File: config.mk
export PLATFORM = sky130hd
export DESIGN_NAME = random_access_memory
export DESIGN_NICKNAME = d
export VERILOG_FILES = /design/src/rtl/cpu_pkg.sv /design/src/rtl/button_edge_detect.sv /design/src/rtl/random_access_memory.sv
export SDC_FILE = /design/constraint.sdc
export NUM_CORES = 1
export LEC_CHECK = 0
export CAP_MARGIN = 30
export CORE_MARGIN = 2
export CORE_UTILIZATION = 40
export DETAILED_ROUTE_END_ITERATION = 7
export MAX_ROUTING_LAYER = met4
export PLACE_DENSITY = 0.65
export SLEW_MARGIN = 30
export SYNTH_ARGS = -nofsm -noshare
export SYNTH_HDL_FRONTEND = slang
export SYNTH_SLANG_ARGS = --single-unit
File: constraint.sdc
create_clock -name clk -period 6.57 [get_ports clk]
set_input_delay 0.9855 -clock clk [delete_from_list [all_inputs] [get_ports clk]]
set_output_delay 0.9855 -clock clk [all_outputs]
set_load 0.05 [all_outputs]
File: src/rtl/cpu_pkg.sv
// Shared types and sizing for the 8-bit CPU datapath blocks.
// Holds the RAM address/data widths, the RAM controller state type and a write-qualify helper.
package cpu_pkg;

  localparam int ADDR_W    = 4;
  localparam int DATA_W    = 8;
  localparam int MEM_DEPTH = 2 ** ADDR_W;

  typedef logic [ADDR_W-1:0] addr_t;
  typedef logic [DATA_W-1:0] data_t;

  typedef enum logic {
    CLEAR = 1'b0,
    RUN   = 1'b1
  } ram_state_t;

  // A bus store needs a write strobe, no front-panel ownership and no
  // simultaneous drive request (drive wins an illegal control word).
  function automatic logic bus_write_ok(input logic write_from_bus,
                                        input logic output_to_bus,
                                        input logic manual_mode);
    return write_from_bus && !output_to_bus && !manual_mode;
  endfunction

endpackage

File: src/rtl/button_edge_detect.sv
// Front-panel push-button conditioner: 2-flop synchronizer, history flop,
// and a single-cycle pulse on each synchronized rising edge.
module button_edge_detect (
  input  logic clk,
  input  logic rst,
  input  logic btn_raw,
  output logic pulse
);

  logic s1_q, s1_d;
  logic s2_q, s2_d;
  logic s3_q, s3_d;

  always_comb begin
    s1_d = btn_raw;
    s2_d = s1_q;
    s3_d = s2_q;
  end

  always_ff @(posedge clk) begin
    if (rst) begin
      s1_q <= 1'b0;
      s2_q <= 1'b0;
      s3_q <= 1'b0;
    end else begin
      s1_q <= s1_d;
      s2_q <= s2_d;
      s3_q <= s3_d;
    end
  end

  assign pulse = s2_q && !s3_q;

endmodule

File: src/rtl/random_access_memory.sv
// 16 x 8 main memory for the 8-bit CPU: bus and front-panel write paths,
// combinational read, and a clear sequencer that zeroes the array after reset.
module random_access_memory #(
  parameter int ADDR_W = cpu_pkg::ADDR_W,
  parameter int DATA_W = cpu_pkg::DATA_W
) (
  input  logic              clk,
  input  logic              rst,
  input  logic [ADDR_W-1:0] address,
  input  logic              write_from_bus,
  input  logic              output_to_bus,
  input  logic              manual_mode,
  input  logic              manual_write,
  input  logic [DATA_W-1:0] manual_data_switches,
  input  logic [DATA_W-1:0] bus_in,
  output logic [DATA_W-1:0] bus_out,
  output logic              bus_drive,
  output logic [DATA_W-1:0] data_out,
  output logic              busy
);

  import cpu_pkg::*;

  localparam int                DEPTH     = 2 ** ADDR_W;
  localparam logic [ADDR_W-1:0] LAST_ADDR = ADDR_W'(DEPTH - 1);

  ram_state_t        state_q, state_d;
  logic [ADDR_W-1:0] clear_ptr_q, clear_ptr_d;
  logic [DATA_W-1:0] mem_q [DEPTH];

  logic              mem_we;
  logic [ADDR_W-1:0] mem_waddr;
  logic [DATA_W-1:0] mem_wdata;
  logic              manual_pulse;

  button_edge_detect u_manual_btn (
    .clk     (clk),
    .rst     (rst),
    .btn_raw (manual_write),
    .pulse   (manual_pulse)
  );

  always_comb begin
    state_d     = state_q;
    clear_ptr_d = clear_ptr_q;
    mem_we      = 1'b0;
    mem_waddr   = address;
    mem_wdata   = bus_in;
    unique case (state_q)
      CLEAR: begin
        // Edges seen during the clear are consumed here and never replayed.
        mem_we      = 1'b1;
        mem_waddr   = clear_ptr_q;
        mem_wdata   = '0;
        clear_ptr_d = clear_ptr_q + 1'b1;
        if (clear_ptr_q == LAST_ADDR) begin
          state_d = RUN;
        end
      end
      RUN: begin
        if (manual_mode) begin
          mem_we    = manual_pulse;
          mem_wdata = manual_data_switches;
        end else begin
          mem_we    = bus_write_ok(write_from_bus, output_to_bus, manual_mode);
        end
      end
      default: begin
        state_d = CLEAR;
      end
    endcase
    // The array must stay untouched while reset is held.
    if (rst) begin
      mem_we = 1'b0;
    end
  end

  always_ff @(posedge clk) begin
    if (rst) begin
      state_q     <= CLEAR;
      clear_ptr_q <= '0;
    end else begin
      state_q     <= state_d;
      clear_ptr_q <= clear_ptr_d;
    end
  end

  always_ff @(posedge clk) begin
    if (mem_we) begin
      mem_q[mem_waddr] <= mem_wdata;
    end
  end

  always_comb begin
    busy      = (state_q == CLEAR);
    data_out  = mem_q[address];
    bus_drive = output_to_bus && !busy;
    bus_out   = bus_drive ? data_out : '0;
  end

endmodule

==> Word-level counts from Yosys, hierarchy flattened <==
Memory sizes are Yosys's and may differ from the RTL's.
Index checks and enable logic that the tools add are counted.
W data, S select, Z words.
{ "op_classes": {"reduce_logical": 7, "eq_ne": 1, "mux": 11, "n_bitwise": 1, "n_addsub": 1} }
{ "ops": {"columns": ["operator", "n"], "rows": [
  ["$mux W8", 2],
  ["$pmux W8 S2", 1],
  ["$mux W1", 6],
  ["$add A4 B1 Y4 const B", 1],
  ["$eq A4 B4 Y1 const B", 1],
  ["$logic_and A1 B1 Y1", 4],
  ["$mux W4", 1],
  ["$logic_not A1 Y1", 3],
  ["$pmux W1 S2", 1],
  ["$not A1 Y1", 1]
]} }
{ "totals": {"output_inout_bits": 18, "ramBits": 128, "memories": 1, "reg_bits": 8} }
{ "memory_table": {"columns": ["name", "words", "word_bits", "read_ports", "rd_ports_with_merged_regs", "wr", "line_no", "rtl"], "rows": [
  ["mem_q", 16, 8, 1, 0, 1, "random_access_memory.sv:29", "logic [DATA_W-1:0] mem_q [DEPTH];"]
]} }

==> Logic depth before layout (Yosys ltp) <==
{ "depth": {"word_depth": 8, "mapped_depth": 5, "ltp_nobuf": 4} }

==> Cells and area by module <==
From an unflattened synthesis, not the netlist that was laid out.
{ "unflattened": {"hier_cells": 297, "area_unflattened_um2": 5574.1} }
{ "modules_own_cells": {"columns": ["module", "cells_per_inst", "instances", "area_per_inst_um2"], "rows": [
  ["random_access_memory", 290, 1, 5486.5],
  ["button_edge_detect", 7, 1, 87.6]
]} }

==> Worst setup path before layout <==
OpenSTA, ideal clock, no wires.
{ "synth_path": {"path_kind": "input to output", "start": "in address[2]", "end": "out bus_out[5]", "slack_ns": 2.703, "arrival_time_ns": 2.881, "cell_stages": 5, "required_ns": 5.584, "path_buffers": 2, "path_cell_list": "buf_6 > buf_12 > mux4_2 > mux2i_1 > a211oi_1"} }
{ "synth_via": {"elab_chain_len": 2} }
{ "synth_rtl": {"columns": ["item", "line_no", "rtl"], "rows": [
  ["start, declared", "random_access_memory.sv:9", "input logic [ADDR_W-1:0] address,"],
  ["$mem_v2 Z16 W8", null, null],
  ["$mux W8", "random_access_memory.sv:98", "bus_out = bus_drive ? data_out : '0;"],
  ["end, declared", "random_access_memory.sv:16", "output logic [DATA_W-1:0] bus_out,"]
]} }
No other way between the ends.

==> Worst setup path after layout <==
{ "layout_path": {"start": "in address[3]", "end": "out bus_out[0]"} }
Same word-level chain as after synthesis.

==> metrics.cfg <==
[logic_synthesis]
synth.distinct_cells = 34
synth_area_per_cell_um2 = 19.2
synth-compound-area-share_pct = 3.92
netlist_top_cells_area = edfxtp_1, mux4_2, mux2i_1
synth_xor_area_share_pct = 0.473
synth_top_family_by_area = multiplexers
ys_warn_count = 0
syn_nets = 316
synthSimpleGateAreaFrac_pct = 3.94
syn_inst = 289
synth_top_cell_by_area = edfxtp_1
synth_seq_cells = 136
synth_adder_area_share_pct = 0.225
netlist_area_um2 = 5560
synth.area.mux_share_pct = 17.1
synth_top_area_share_pct = 69.2
ys_seq_area_share_pct = 72.0

[grt]
grt_pass1_vias = 2987
track_usage_pct = 17.1
grt_max_degree = 28
grt.overflow.total = 0
grt_pass1_wl_um = 17500
antenna_found_initial = 0

[clock_tree]
numCtsBuffers = 17
clock-sinks = 136
cts_root_buf = clkbuf_16
htree_levels = 4
cts_tree = yes
clock_path_buffers = 2
ctsResizeCount = 0
cts_hold_buf = 0
post-cts-setup-buffers = 0
clk_latency_ps = 410
path_clk_slew_ps = 60

[critical_path]
crit_buf_inv = 4
r2r_setup_slack_ps = 4130
r2r-start = state_q
path_delay_family = buffers and inverters
slowest_delay_ps = 970
endpoint_kind = output port
critPathKind = primary input to output port
crit_arrival_ps = 3970
slowest_stage = clkdlybuf4s50_1
path_cells = clkdlybuf4s50_1 > buf_4 > buf_4 > mux4_2 > o22ai_1 > a211oi_1 > clkdlybuf4s50_1
r2r_end = mem_q[4][6]
cp.required_ps = 5580
worst_setup_path_start_kind = primary input
reg2regPathDepth = 4
cp_max_fo = 16

[timing]
setup-violations-final = 0
final.setup.tns_ps = 0
tightest_slew_ps = 871
final-max-slew-violation-count = 0
slew-limit-headroom_pct = 41.9
max_freq_mhz = 202
rsz0062_at_grt = false
hold_viol = 0
post-route-min-period_ps = 4950
fin_crit_sh_pct = 75.4
whs_ps = 444
fin_skew_ps = 9.69
fin_ws_ps = 1620

[floorplanning]
fp-row-count = 43
fp.dieH_um = 122
io_pins = 44
fp.coreArea_um2 = 13700
start_util_pct = 40.5
die-area_um2 = 14900
die_w_um = 122

[cells_and_area]
nFillCells = 1146
finalInstanceArea_um2 = 6860
finalNetCount = 381
final_core_util_pct = 50.0
area_delta_synth_final_pct = 23.5
drive_gt1_share_pct = 24.8
multi_input_area_um2 = 1440
seq_area_um2 = 4000
antenna_cells = 0

[hold_path]
hp-class = register to register
holdPathEnd = u_manual_btn.s2_q
hold_path.startpoint = u_manual_btn.s1_q
holdPathStages = 1

[pwr]
p_per_area_nw_per_um2 = 297
p_leak_nw = 2.29
peakVddDrop_mv = 0.178

[route]
drt_pass1_iterations = 4
vias = 2916
wl_um = 11300
wl_per_cell_um = 20.6
drc = 0
viasPerCell = 5.33
antenna_left = 0
drt_iter0_drc = 291

[placement]
gp_congestion = 0.729
placed_cell_area_um2 = 6250
dp_hpwl_um = 7530
pre_cts_slack_ps = 1580
port_buffers = 43

[outcome]
outcome = complete, no violations

[flow_run]
cap_violations = 0

## cells by family after synthesis
family          Yosys count
compound gates           31
xor+xnor                  3
fa+ha+maj                 1
buf+inv                  21
flops                   136
mux                      53
simple gates             44
## flip-flops by register name, indices dropped and copies added (netlist names)
name and count:
u_manual_btn.s3_q 1, u_manual_btn.s2_q 1, state_q 1, mem_q 128
u_manual_btn.s1_q 1, clear_ptr_q 4
## power breakdown
| part | switching, mW | internal [mW] |
|---|---|---|
| sequential | 0.00498 | 0.948 |
| clock | 0.352 | 0.598 |
| combinational | 0.0739 | 0.0587 |
## synth_stat cells (all sizes together)
master    n
nand3     1
mux2      2
o311ai    2
a21oi    10
a32oi     1
dfxtp     8
nor2b     4
nor3     17
buf      12
o22ai     8
clkbuf    5
clkinv    1
mux2i    19
nor2     14
xor2      2
ha        1
and3b     1
inv       3
nand2     2
edfxtp  128
mux4     32
a211oi    8
nand2b    2
xnor2     1
a31oi     1
and3      1
nor3b     1
nand4b    1
o32a      1
## worst register-to-register path: stages, from the launching register on
cell      delay, ps
dfxtp_1         680
inv_1           430
o311ai_2        740
nor3_1          130
buf_4           210
## stage by stage
stage          std cells  total power, mW
6_report             547             2.04
3_3_place_gp         514             1.10
4_1_cts              547             2.05
5_1_grt              547             2.10
3_5_place_dp         515             1.10
2_1_floorplan        289             1.06
## placed cells by master (no fill, tap or decap)
| cell type | netlist | final |
|---|---|---|
| o311ai_2 | 2 | 2 |
| nor2b_1 | 4 | 4 |
| buf_2 | 7 | 1 |
| nor3_1 | 17 | 17 |
| clkdlybuf4s50_1 | 0 | 42 |
| clkbuf_16 | 0 | 17 |
| o22ai_1 | 8 | 8 |
| inv_6 | 0 | 2 |
| clkinv_4 | 0 | 3 |
| a31oi_1 | 1 | 1 |
| bufinv_16 | 0 | 3 |
| nand3_1 | 1 | 1 |
| ha_1 | 1 | 1 |
| nand2b_1 | 2 | 2 |
| a21oi_1 | 10 | 10 |
| mux2_2 | 2 | 2 |
| inv_1 | 3 | 3 |
| dfxtp_1 | 8 | 8 |
| nor2_1 | 14 | 7 |
| mux4_1 | 4 | 4 |
| clkinvlp_4 | 0 | 4 |
| nand2_1 | 2 | 2 |
| xor2_1 | 2 | 2 |
| nor3b_1 | 1 | 1 |
| nand4b_1 | 1 | 1 |
| buf_4 | 0 | 20 |
| clkbuf_1 | 5 | 1 |
| and3b_1 | 1 | 1 |
| a211oi_1 | 8 | 8 |
| edfxtp_1 | 128 | 128 |
| mux4_2 | 28 | 28 |
| clkinv_1 | 1 | 1 |
| a32oi_1 | 1 | 1 |
| clkinv_2 | 0 | 2 |
| and3_1 | 1 | 1 |
| xnor2_1 | 1 | 1 |
| nor2_2 | 0 | 7 |
| o32a_1 | 1 | 1 |
| mux2i_1 | 19 | 19 |
## metal layers
| layer | up-vias | share of wire [%] | track usage, % |
|---|---|---|---|
| met5 | - | 0 | - |
| met4 | 0 | 1.4 | 5.89 |
| met3 | 13 | 5.8 | 4.03 |
| met2 | 97 | 47 | 26.0 |
| met1 | 1477 | 45 | 22.8 |
| li1 | 1329 | - | - |
## final cells by class
type,count,share of cell area [%]
Tap cell,180,3.28
Clock buffer,18,6.25
Inverter,4,0.219
Clock inverter,14,2.53
Sequential cell,136,58.3
Timing Repair Buffer,63,8.38
Multi-Input combinational cell,132,21.0
## how the worst max path moves through the flow
stage | end | cells past startpoint | start
after global placement | bus_out[1] | 7 | address[3]
after detailed placement | bus_out[3] | 7 | address[3]
after CTS | bus_out[3] | 7 | address[3]
after global routing | bus_out[3] | 7 | address[3]
after floorplan | bus_out[5] | 5 | address[2]
final | bus_out[0] | 7 | address[3]
Power figures use the tool's default switching activity.
